<file path="config.mk">
export PLATFORM = sky130hd
export DESIGN_NAME = lpddr4_port_arbiter_flat
export DESIGN_NICKNAME = d
export VERILOG_FILES = /design/src/rtl/lpddr4_port_arbiter_if.sv /design/src/rtl/lpddr4_port_arbiter.sv /design/src/flat_wrapper.sv
export SDC_FILE = /design/constraint.sdc
export NUM_CORES = 1
export LEC_CHECK = 0
export ABC_AREA = 1
export CORE_AREA = 2 2 769 771
export DETAILED_ROUTE_END_ITERATION = 10
export DIE_AREA = 0 0 771 773
export PLACE_DENSITY = 0.3
export SLEW_MARGIN = 20
export SYNTH_ARGS = -nofsm -noshare
export SYNTH_HDL_FRONTEND = slang
export SYNTH_SLANG_ARGS = --single-unit
</file>
<file path="constraint.sdc">
create_clock -name emif_usr_clk -period 3.13 [get_ports emif_usr_clk]
set_input_delay 0.7825 -clock emif_usr_clk [delete_from_list [all_inputs] [get_ports emif_usr_clk]]
set_output_delay 0.7825 -clock emif_usr_clk [all_outputs]
set_load 0.1 [all_outputs]
</file>
<file path="src/rtl/lpddr4_port_arbiter_if.sv">
// ---------------------------------------------------------------------------
// lpddr4_port_arbiter_if
//   Bundles the three buses around the LPDDR4 port arbiter:
//     - requester command side (req_valid/req_ready/req_write/req_addr/req_wdata,
//       one lane per requester, packed)
//     - EMIF command side (mem_valid/mem_ready/mem_write/mem_addr/mem_wdata)
//     - read return side (mem_rvalid/mem_rdata in, rsp_valid/rsp_rdata out)
//   modport slave  : the arbiter's view
//   modport master : the surrounding fabric / EMIF view
// ---------------------------------------------------------------------------
interface lpddr4_port_arbiter_if #(
  parameter int NUM_REQ = 4,
  parameter int ADDR_W  = 32,
  parameter int DATA_W  = 256
);
  logic [NUM_REQ-1:0]        req_valid;
  logic [NUM_REQ-1:0]        req_ready;
  logic [NUM_REQ-1:0]        req_write;
  logic [NUM_REQ*ADDR_W-1:0] req_addr;
  logic [NUM_REQ*DATA_W-1:0] req_wdata;

  logic                      mem_valid;
  logic                      mem_ready;
  logic                      mem_write;
  logic [ADDR_W-1:0]         mem_addr;
  logic [DATA_W-1:0]         mem_wdata;

  logic                      mem_rvalid;
  logic [DATA_W-1:0]         mem_rdata;
  logic [NUM_REQ-1:0]        rsp_valid;
  logic [DATA_W-1:0]         rsp_rdata;

  modport slave (
    input  req_valid, req_write, req_addr, req_wdata,
    input  mem_ready, mem_rvalid, mem_rdata,
    output req_ready,
    output mem_valid, mem_write, mem_addr, mem_wdata,
    output rsp_valid, rsp_rdata
  );

  modport master (
    output req_valid, req_write, req_addr, req_wdata,
    output mem_ready, mem_rvalid, mem_rdata,
    input  req_ready,
    input  mem_valid, mem_write, mem_addr, mem_wdata,
    input  rsp_valid, rsp_rdata
  );
endinterface

</file>
<file path="src/rtl/lpddr4_port_arbiter.sv">
// ---------------------------------------------------------------------------
// lpddr4_port_arbiter
//   Round-robin arbiter sharing the single LPDDR4 EMIF user command port among
//   NUM_REQ requesters. The winning command is registered into a one-deep
//   output slot; every accepted read pushes its requester ID into an in-order
//   tag FIFO, and returning read beats are steered back using the FIFO head.
//
// Ports
//   emif_usr_clk      : EMIF user clock, all logic on the rising edge
//   emif_usr_reset_n  : asynchronous active-low reset
//   emif_cal_success  : calibration done; no grants while low
//   bus (slave)       : requester, EMIF command and read-return buses
//   rd_outstanding    : number of reads accepted but not yet returned
//   rsp_err           : sticky, read data arrived with no read outstanding
// ---------------------------------------------------------------------------
module lpddr4_port_arbiter #(
  parameter int NUM_REQ   = 4,
  parameter int ADDR_W    = 32,
  parameter int DATA_W    = 256,
  parameter int TAG_DEPTH = 16
) (
  input  logic                       emif_usr_clk,
  input  logic                       emif_usr_reset_n,
  input  logic                       emif_cal_success,
  lpddr4_port_arbiter_if.slave       bus,
  output logic [$clog2(TAG_DEPTH):0] rd_outstanding,
  output logic                       rsp_err
);

  localparam int ID_W  = $clog2(NUM_REQ);
  localparam int PTR_W = $clog2(TAG_DEPTH);
  localparam int CNT_W = PTR_W + 1;

  // Per-requester views of the packed input buses
  logic [ADDR_W-1:0] req_addr_arr  [NUM_REQ];
  logic [DATA_W-1:0] req_wdata_arr [NUM_REQ];

  logic [ID_W-1:0]    rr_ptr_q, rr_ptr_d;
  logic               mem_valid_q, mem_valid_d;
  logic               mem_write_q, mem_write_d;
  logic [ADDR_W-1:0]  mem_addr_q, mem_addr_d;
  logic [DATA_W-1:0]  mem_wdata_q, mem_wdata_d;

  logic [ID_W-1:0]    tag_mem [TAG_DEPTH];
  logic [PTR_W-1:0]   wr_ptr_q, wr_ptr_d;
  logic [PTR_W-1:0]   rd_ptr_q, rd_ptr_d;
  logic [CNT_W-1:0]   cnt_q, cnt_d;
  logic [ID_W-1:0]    tag_head;

  logic [NUM_REQ-1:0] rsp_valid_q, rsp_valid_d;
  logic [DATA_W-1:0]  rsp_rdata_q, rsp_rdata_d;
  logic               rsp_err_q, rsp_err_d;

  logic               tag_full, tag_empty;
  logic               slot_free, arb_en;
  logic [NUM_REQ-1:0] eligible, grant;
  logic               grant_any;
  logic [ID_W-1:0]    winner;
  logic               tag_push, tag_pop;

  // Fullness uses the registered count: a pop in the same cycle does not
  // make room for a read until the following cycle.
  assign tag_full  = (cnt_q == CNT_W'(TAG_DEPTH));
  assign tag_empty = (cnt_q == '0);
  assign slot_free = !mem_valid_q || bus.mem_ready;
  assign arb_en    = slot_free && emif_cal_success;

  generate
    for (genvar gi = 0; gi < NUM_REQ; gi++) begin : g_req
      assign req_addr_arr[gi]  = bus.req_addr[gi*ADDR_W +: ADDR_W];
      assign req_wdata_arr[gi] = bus.req_wdata[gi*DATA_W +: DATA_W];
      assign eligible[gi]      = bus.req_valid[gi] && !(!bus.req_write[gi] && tag_full);
      assign grant[gi]         = grant_any && (winner == ID_W'(gi));
    end
  endgenerate

  // First eligible index at or after rr_ptr, with wrap. Scanning from the
  // farthest offset down lets the nearest candidate overwrite the result.
  always_comb begin
    logic [ID_W:0]   idx_sum;
    logic [ID_W-1:0] cand;
    grant_any = 1'b0;
    winner    = '0;
    idx_sum   = '0;
    cand      = '0;
    for (int k = NUM_REQ - 1; k >= 0; k--) begin
      idx_sum = {1'b0, rr_ptr_q} + (ID_W + 1)'(k);
      if (idx_sum >= (ID_W + 1)'(NUM_REQ)) begin
        idx_sum = idx_sum - (ID_W + 1)'(NUM_REQ);
      end
      cand = idx_sum[ID_W-1:0];
      if (arb_en && eligible[cand]) begin
        grant_any = 1'b1;
        winner    = cand;
      end
    end
  end

  assign bus.req_ready = grant;

  assign tag_push = grant_any && !bus.req_write[winner];
  assign tag_pop  = bus.mem_rvalid && !tag_empty;
  assign tag_head = tag_mem[rd_ptr_q];

  always_comb begin
    rr_ptr_d    = rr_ptr_q;
    mem_valid_d = mem_valid_q;
    mem_write_d = mem_write_q;
    mem_addr_d  = mem_addr_q;
    mem_wdata_d = mem_wdata_q;
    wr_ptr_d    = wr_ptr_q;
    rd_ptr_d    = rd_ptr_q;
    cnt_d       = cnt_q;
    rsp_valid_d = '0;
    rsp_rdata_d = rsp_rdata_q;
    rsp_err_d   = rsp_err_q;

    // Output slot: load on grant, otherwise empty once the EMIF takes it.
    if (grant_any) begin
      mem_valid_d = 1'b1;
      mem_write_d = bus.req_write[winner];
      mem_addr_d  = req_addr_arr[winner];
      mem_wdata_d = req_wdata_arr[winner];
      rr_ptr_d    = (winner == ID_W'(NUM_REQ - 1)) ? '0 : winner + ID_W'(1);
    end else if (bus.mem_ready) begin
      mem_valid_d = 1'b0;
    end

    if (tag_push) begin
      wr_ptr_d = wr_ptr_q + PTR_W'(1);
    end
    if (tag_pop) begin
      rd_ptr_d    = rd_ptr_q + PTR_W'(1);
      rsp_valid_d = NUM_REQ'(1) << tag_head;
      rsp_rdata_d = bus.mem_rdata;
    end

    case ({tag_push, tag_pop})
      2'b10:   cnt_d = cnt_q + CNT_W'(1);
      2'b01:   cnt_d = cnt_q - CNT_W'(1);
      default: cnt_d = cnt_q;
    endcase

    if (bus.mem_rvalid && tag_empty) begin
      rsp_err_d = 1'b1;
    end
  end

  always_ff @(posedge emif_usr_clk or negedge emif_usr_reset_n) begin
    if (!emif_usr_reset_n) begin
      rr_ptr_q    <= '0;
      mem_valid_q <= 1'b0;
      mem_write_q <= 1'b0;
      mem_addr_q  <= '0;
      mem_wdata_q <= '0;
      wr_ptr_q    <= '0;
      rd_ptr_q    <= '0;
      cnt_q       <= '0;
      rsp_valid_q <= '0;
      rsp_rdata_q <= '0;
      rsp_err_q   <= 1'b0;
    end else begin
      rr_ptr_q    <= rr_ptr_d;
      mem_valid_q <= mem_valid_d;
      mem_write_q <= mem_write_d;
      mem_addr_q  <= mem_addr_d;
      mem_wdata_q <= mem_wdata_d;
      wr_ptr_q    <= wr_ptr_d;
      rd_ptr_q    <= rd_ptr_d;
      cnt_q       <= cnt_d;
      rsp_valid_q <= rsp_valid_d;
      rsp_rdata_q <= rsp_rdata_d;
      rsp_err_q   <= rsp_err_d;
    end
  end

  // Tag storage needs no reset: entries are only read behind the count.
  always_ff @(posedge emif_usr_clk) begin
    if (tag_push) begin
      tag_mem[wr_ptr_q] <= winner;
    end
  end

  assign bus.mem_valid = mem_valid_q;
  assign bus.mem_write = mem_write_q;
  assign bus.mem_addr  = mem_addr_q;
  assign bus.mem_wdata = mem_wdata_q;
  assign bus.rsp_valid = rsp_valid_q;
  assign bus.rsp_rdata = rsp_rdata_q;
  assign rd_outstanding = cnt_q;
  assign rsp_err        = rsp_err_q;

endmodule

</file>
<file path="src/flat_wrapper.sv">
// flat-port wrapper written by rule: the top's interface ports become plain ports
module lpddr4_port_arbiter_flat 
#(
  parameter int NUM_REQ   = 4,
  parameter int ADDR_W    = 32,
  parameter int DATA_W    = 256,
  parameter int TAG_DEPTH = 16
)
  (emif_usr_clk, emif_usr_reset_n, emif_cal_success, rd_outstanding, rsp_err, bus_req_valid, bus_req_write, bus_req_addr, bus_req_wdata, bus_mem_ready, bus_mem_rvalid, bus_mem_rdata, bus_req_ready, bus_mem_valid, bus_mem_write, bus_mem_addr, bus_mem_wdata, bus_rsp_valid, bus_rsp_rdata);
  lpddr4_port_arbiter_if #(.NUM_REQ(NUM_REQ), .ADDR_W(ADDR_W), .DATA_W(DATA_W)) bus_i ();
  input  logic emif_usr_clk;
  input  logic emif_usr_reset_n;
  input  logic emif_cal_success;
  output logic [$clog2(TAG_DEPTH):0] rd_outstanding;
  output logic rsp_err;
  input wire logic [$bits(bus_i.req_valid)-1:0] bus_req_valid;
  input wire logic [$bits(bus_i.req_write)-1:0] bus_req_write;
  input wire logic [$bits(bus_i.req_addr)-1:0] bus_req_addr;
  input wire logic [$bits(bus_i.req_wdata)-1:0] bus_req_wdata;
  input wire logic [$bits(bus_i.mem_ready)-1:0] bus_mem_ready;
  input wire logic [$bits(bus_i.mem_rvalid)-1:0] bus_mem_rvalid;
  input wire logic [$bits(bus_i.mem_rdata)-1:0] bus_mem_rdata;
  output wire logic [$bits(bus_i.req_ready)-1:0] bus_req_ready;
  output wire logic [$bits(bus_i.mem_valid)-1:0] bus_mem_valid;
  output wire logic [$bits(bus_i.mem_write)-1:0] bus_mem_write;
  output wire logic [$bits(bus_i.mem_addr)-1:0] bus_mem_addr;
  output wire logic [$bits(bus_i.mem_wdata)-1:0] bus_mem_wdata;
  output wire logic [$bits(bus_i.rsp_valid)-1:0] bus_rsp_valid;
  output wire logic [$bits(bus_i.rsp_rdata)-1:0] bus_rsp_rdata;
  assign bus_i.req_valid = bus_req_valid;
  assign bus_i.req_write = bus_req_write;
  assign bus_i.req_addr = bus_req_addr;
  assign bus_i.req_wdata = bus_req_wdata;
  assign bus_i.mem_ready = bus_mem_ready;
  assign bus_i.mem_rvalid = bus_mem_rvalid;
  assign bus_i.mem_rdata = bus_mem_rdata;
  assign bus_req_ready = bus_i.req_ready;
  assign bus_mem_valid = bus_i.mem_valid;
  assign bus_mem_write = bus_i.mem_write;
  assign bus_mem_addr = bus_i.mem_addr;
  assign bus_mem_wdata = bus_i.mem_wdata;
  assign bus_rsp_valid = bus_i.rsp_valid;
  assign bus_rsp_rdata = bus_i.rsp_rdata;
  lpddr4_port_arbiter #(.NUM_REQ(NUM_REQ), .ADDR_W(ADDR_W), .DATA_W(DATA_W), .TAG_DEPTH(TAG_DEPTH)) u_core (.emif_usr_clk(emif_usr_clk), .emif_usr_reset_n(emif_usr_reset_n), .emif_cal_success(emif_cal_success), .bus(bus_i), .rd_outstanding(rd_outstanding), .rsp_err(rsp_err));
endmodule
</file>
==> metrics, run 1 <==
final worst path period share=1.27; R2R cell count=23; via count of the first global-routing pass=44300; reg2reg start=u_core.rd_outstanding[3]; Worst Setup SP=u_core.rd_outstanding[3]; number of synthesis warnings=0; First DRT Iteration DRCs=2818; Final Hold Fails=0; CTS sink count=598; CP endpoint=bus_req_ready[2]; Routed Antenna Nets=0; PortBufs=1980; synthesized area=31800 um^2; CP Launch Type=register; average size of a mapped cell=7.04 um^2; Setup Crit Path Kind=register to output pin; fin worst setup slack=-844 ps; setup violators final=194; core area=588000 um^2; max incr delay on CP=490 ps; Die Width=771 um; Yosys reg bits=598; clock root cell=clkbuf_16; Total GRT Usage=0.137; setup TNS=-22240 ps; slowest stage cell, crit path=dfrtp_4; Starting Density=0.0542; share of layout cells above drive strength 1=0.286; synth unique cells=31; Crit path top cell by count=nand2_4; Slew headroom=0.386; failing checks=negative setup slack; Max VDD drop=0.709 mV; Leak Pwr=31.3 nW; Syn Inst Count=4525; Die ar.=596000 um^2; commonest non-fill, non-tap cell in the layout=nand2_1; WL per Instance=28.8 um; unrepaired setup endpoints after global routing=yes; fin nets=8271; GRT overflow=0; Worst setup EP type=output pin; max-cap viol count=0; worst-path cell chain=nor2_4 > nand4_1 > nand3_2 > nand3_4 > nand2_2 > nor2_4 > nand2_4 > nand2_2 > nand2_4 > nand2_8 > buf_12 > buf_8 > ha_4 > nand2_4 > clkinvlp_4 > buf_12; setup slack at placement=-1120 ps; reg2reg setup slack=-250 ps; hold crit path type=input pin to async pin; global-route wire length before repair=523 mm; Worst Skew=82.4 ps; status=finished with violations; drt pass-1 iters=5; worst-path fanout max=5; Fillers=68000; DRC=0; smallest hold slack=124 ps; post-DR vias/cell=2.91; Total Wirelength=425 mm; clock buffer depth=4; P&R area growth vs syn=130%; Post-Syn Nets=5958; # IOs=1981; Post-DP HPWL=357 mm; post-synthesis sequential area ratio=0.475; Req. time, crit path=2350 ps; Slew Limit Fails=0; row count=282; Vias=43000; Max Freq=252 MHz; total CTS buffers=97; Slew @ Worst Pin=921 ps; most frequent cells in the layout=nand2_1, clkdlybuf4s50_1, buf_4; R2R Path End=u_core.rd_outstanding[4]; Power Density=1400 nW/um^2; H-tree depth=3; antenna violations before repair=311; Die Y=773 um; pin count of the biggest net entering global routing=127; CTS tree=yes; clk slew on worst S/H paths=60 ps; minimum clock period=3970 ps; GPL Wtd Cong=0.940; clock latency on the worst-skew pair=850 ps; Critical Path AT=3190 ps
-- synthesized netlist by cell type, drive strengths merged --
master	n	area, um^2
mux2i	6	60.1
clkbuf	114	428
nand3	901	4520
dfrtp	566	14200
nor2	43	166
clkinv	1	3.75
a21oi	2	10.0
o21bai	1	7.51
inv	31	116
o21ai	15	75.1
o32ai	2	17.5
or2	1	6.26
nand2	2558	9610
nand4	10	62.6
o221ai	6	52.6
nand3b	1	7.51
ha	12	150
nor2b	1	6.26
buf	209	1300
xnor2	3	26.3
o211ai	2	15.0
edfxtp	32	961
xor2	8	70.1
-- worst max-delay path, delay by kind of cell, from the launching register on --
kind,cells,cell delay [ps]
fa+ha+maj,1,150
flops,1,490
buf+inv,4,560
simple gates,11,1130
-- where the power goes --
part / total [mW] / internal, mW / switching (mW)
clock network: 11.5 / 6.77 / 4.72
registers: 13.2 / 10.9 / 2.31
logic: 77.5 / 24.2 / 53.2
total: 102 / 41.9 / 60.3
-- worst min-delay path by stage --
stage / to / start / cells past startpoint / slack [ps]
floorplan: u_core.bus.mem_addr[0] / emif_usr_reset_n / 0 / 490
global placement: u_core.bus.mem_wdata[193] / u_core.bus.mem_wdata[193] / 2 / 460
detailed placement: u_core.bus.mem_wdata[141] / u_core.bus.mem_wdata[141] / 2 / 470
CTS: u_core.bus.mem_wdata[116] / emif_usr_reset_n / 1 / 7
global route: u_core.bus.mem_wdata[106] / emif_usr_reset_n / 1 / 40
finish: u_core.bus.mem_wdata[116] / emif_usr_reset_n / 1 / 120
-- layout make-up --
cell class              count  area (um^2)  area share
repair buffers           2537        25800       0.352
multi-input cells        3572        18900       0.259
flip-flops and latches    598        15100       0.207
well taps                7810         9770       0.134
clock buffers             139         2780      0.0379
clock inverters            29          387     0.00529
diodes                     75          188     0.00257
inverters                  32          173     0.00236
-- layer usage --
metal,GRT usage,part of all wire,vias to the layer above
li1,-,-,19200
met3,0.0507,0.093,747
met4,0.0613,0.055,156
met5,0,0.0023,-
met1,0.156,0.39,20800
met2,0.226,0.46,2155
-- flip-flops by register name (all words and copies together), names as in the netlist --
name	flops
u_core.rd_outstanding	5
u_core.bus.rsp_rdata	256
u_core.rr_ptr_q	2
u_core.tag_mem	32
u_core.bus.mem_write	1
u_core.bus.mem_addr	32
u_core.bus.mem_wdata	256
u_core.wr_ptr_q	4
u_core.rd_ptr_q	4
u_core.bus.rsp_valid	4
u_core.rsp_err	1
u_core.bus.mem_valid	1
-- cell families (layout without fill, tap and decap cells) --
group / after synthesis / after routing / synth area share
AND/OR/NAND/NOR: 3515 / 3515 / 0.452
flip-flops: 598 / 598 / 0.475
multiplexers: 6 / 6 / 0.00189
other: 0 / 75 / 0
adder cells (fa/ha/maj): 12 / 12 / 0.00472
XOR/XNOR: 11 / 11 / 0.00303
AO/OA/AOI/OAI: 28 / 28 / 0.00558
buffers and inverters: 355 / 2737 / 0.0579
-- what timing repair did --
item | CTS | global route
hold buffers | 0 | 0
gates cloned | 52 | 5
setup endpoints to repair | 242 | 271
endpoints found under the hold margin | 0 | 0
setup buffers | 91 | 24
resized for setup | 1048 | 102
pin swaps | 345 | 46
-- metrics by stage --
| step | utilization | area [um^2] | total power, mW | instances |
|---|---|---|---|---|
| floorplan | - | 32000 | 50.4 | 4525 |
| global placement | 0.106 | 62400 | 76.6 | 14400 |
| detailed placement | 0.106 | 62400 | 76.4 | 14400 |
| CTS | 0.123 | 72300 | 102 | 14700 |
| global route | 0.124 | 73100 | 107 | 14800 |
| finish | 0.124 | 73100 | 102 | 14800 |
Note: power is estimated with default switching activity, not from simulation.
==> run 2, diff against run 1 <==
CORE_AREA = 2 2 765 767   (was 2 2 769 771)
DIE_AREA = 0 0 767 769   (was 0 0 771 773)
clock period = 4.6 ns   (was 3.13 ns; I/O delays follow)
==> metrics, run 2 (same netlist as run 1, synthesis figures left out) <==
fin nets=8007; clock latency on the worst-skew pair=890 ps; Die Width=767 um; Max Freq=226 MHz; H-tree depth=3; Slew Limit Fails=0; Vias=41500; P&R area growth vs syn=107%; slowest stage cell, crit path=dlygate4sd2_1; reg2reg setup slack=730 ps; Max VDD drop=0.594 mV; core area=581000 um^2; # IOs=1981; via count of the first global-routing pass=41900; reg2reg start=u_core.rd_outstanding[1]; post-DR vias/cell=2.86; smallest hold slack=153 ps; setup TNS=0 ps; antenna violations before repair=277; Setup Crit Path Kind=input pin to output pin; Worst Skew=124 ps; max incr delay on CP=250 ps; Area after DPL=62100 um^2; Worst setup EP type=output pin; Die Y=769 um; Slew @ Worst Pin=1220 ps; drt pass-1 iters=7; Routed Antenna Nets=0; Post-DP HPWL=342 mm; final worst path period share=0.963; Finished Layout Cells=14500; worst-path fanout max=6; commonest non-fill, non-tap cell in the layout=nand2_1; CTS sink count=598; Final Hold Fails=0; Core Util, Final=0.113; GPL Wtd Cong=0.874; clock buffer depth=4; Fillers=67900; pin count of the biggest net entering global routing=108; worst-path cell chain=dlygate4sd2_1 > buf_12 > clkinvlp_4 > nand4_1 > nand3_2 > nand3_2 > nand2_1 > nor2_2 > nand2_2 > nand2_1 > nand2_2 > nand2_8 > inv_8 > ha_1 > nand2_1 > inv_1 > buf_12; Total GRT Usage=0.129; Crit path top cell by count=nand2_1; row count=280; share of layout cells above drive strength 1=0.0884; hold crit path type=input pin to async pin; max-cap viol count=0; placed instance count=14200; unrepaired setup endpoints after global routing=no; status=completed; Die ar.=590000 um^2; CP Launch Type=input pin; CTS tree=yes; Critical Path AT=3280 ps; Starting Density=0.0548; R2R Path End=u_core.rd_outstanding[4]; DRC=0; clk slew on worst S/H paths=60 ps; hold_buf cts=0; PortBufs=1980; Leak Pwr=27.3 nW; setup violators final=0; First DRT Iteration DRCs=2761; Slew headroom=0.183; post-route design area=65800 um^2; minimum clock period=4430 ps; R2R cell count=23; Power Density=900 nW/um^2; WL per Instance=27.5 um; global-route wire length before repair=494 mm; Req. time, crit path=3450 ps; GRT overflow=0; clock root cell=clkbuf_16; total CTS buffers=100; Total Wirelength=399 mm; most frequent cells in the layout=nand2_1, clkdlybuf4s50_1, nand3_1
## run 2: cell count changes in the layout (fill, tap and decap cells not counted), moves of 75 or more
| cell | previous run | this run |
|---|---|---|
| nand3_1 | 496 | 886 |
| nand2_4 | 133 | 2 |
| clkdlybuf4s50_1 | 1419 | 1875 |
| buf_16 | 75 | 0 |
| nand3_2 | 350 | 14 |
| buf_4 | 857 | 330 |
| nand2_2 | 132 | 3 |
| nand2_1 | 2283 | 2552 |
## run 2: per-stage QoR
step                      worst slack, ps  power, mW
after floorplan                       114       34.1
after global placement               -538       51.9
after detailed placement             -397       51.8
after CTS                            23.6       60.5
after global routing                 19.7       62.5
final                                 171       59.3
## run 2: critical path, delay by kind of cell
family	cells	cell delay, ps
AND/OR/NAND/NOR	10	1090
adder cells (fa/ha/maj)	1	170
buffers and inverters	6	830
## run 2: how the worst max path moves through the flow
stage,depth (start not counted),from,slack [ps],to
3_5_place_dp,22,bus_req_write[1],-400,u_core.rd_outstanding[4]
6_report,17,bus_req_write[1],170,bus_req_ready[3]
3_3_place_gp,23,bus_req_write[1],-540,u_core.rd_outstanding[4]
4_1_cts,17,bus_req_write[2],20,bus_req_ready[0]
5_1_grt,17,bus_req_write[1],20,bus_req_ready[3]
2_1_floorplan,17,bus_req_write[1],110,bus_req_ready[1]
## run 2: repair_timing
item                                    CTS  global route
cloned                                    0             0
resized for setup                        15            15
endpoints found under the setup margin    4             4
pin swaps                                 3             4
buffers inserted                          3             6
## run 2: layer usage
layer  GRT usage  share of wire
met1       0.146           0.38
met2       0.219           0.47
met3      0.0504          0.096
met4      0.0487          0.043
met5           0         0.0031
## run 2: power breakdown
group          internal [mW]  switching, mW  total (mW)
logic                   10.2           31.6        41.7
registers               7.42           1.87        9.29
clock network           4.87           3.41        8.27
total                   22.4           36.8        59.3
## run 2: layout make-up
| class | instances | area [um^2] | area share |
|---|---|---|---|
| multi-input combinational | 3572 | 15000 | 0.228 |
| tap | 7755 | 9700 | 0.147 |
| sequential | 598 | 15100 | 0.230 |
| antenna | 74 | 185 | 0.00281 |
| clock inverter | 42 | 547 | 0.00830 |
| inverter | 32 | 160 | 0.00243 |
| clock buffer | 136 | 2810 | 0.0427 |
| timing repair buffer | 2270 | 22300 | 0.339 |
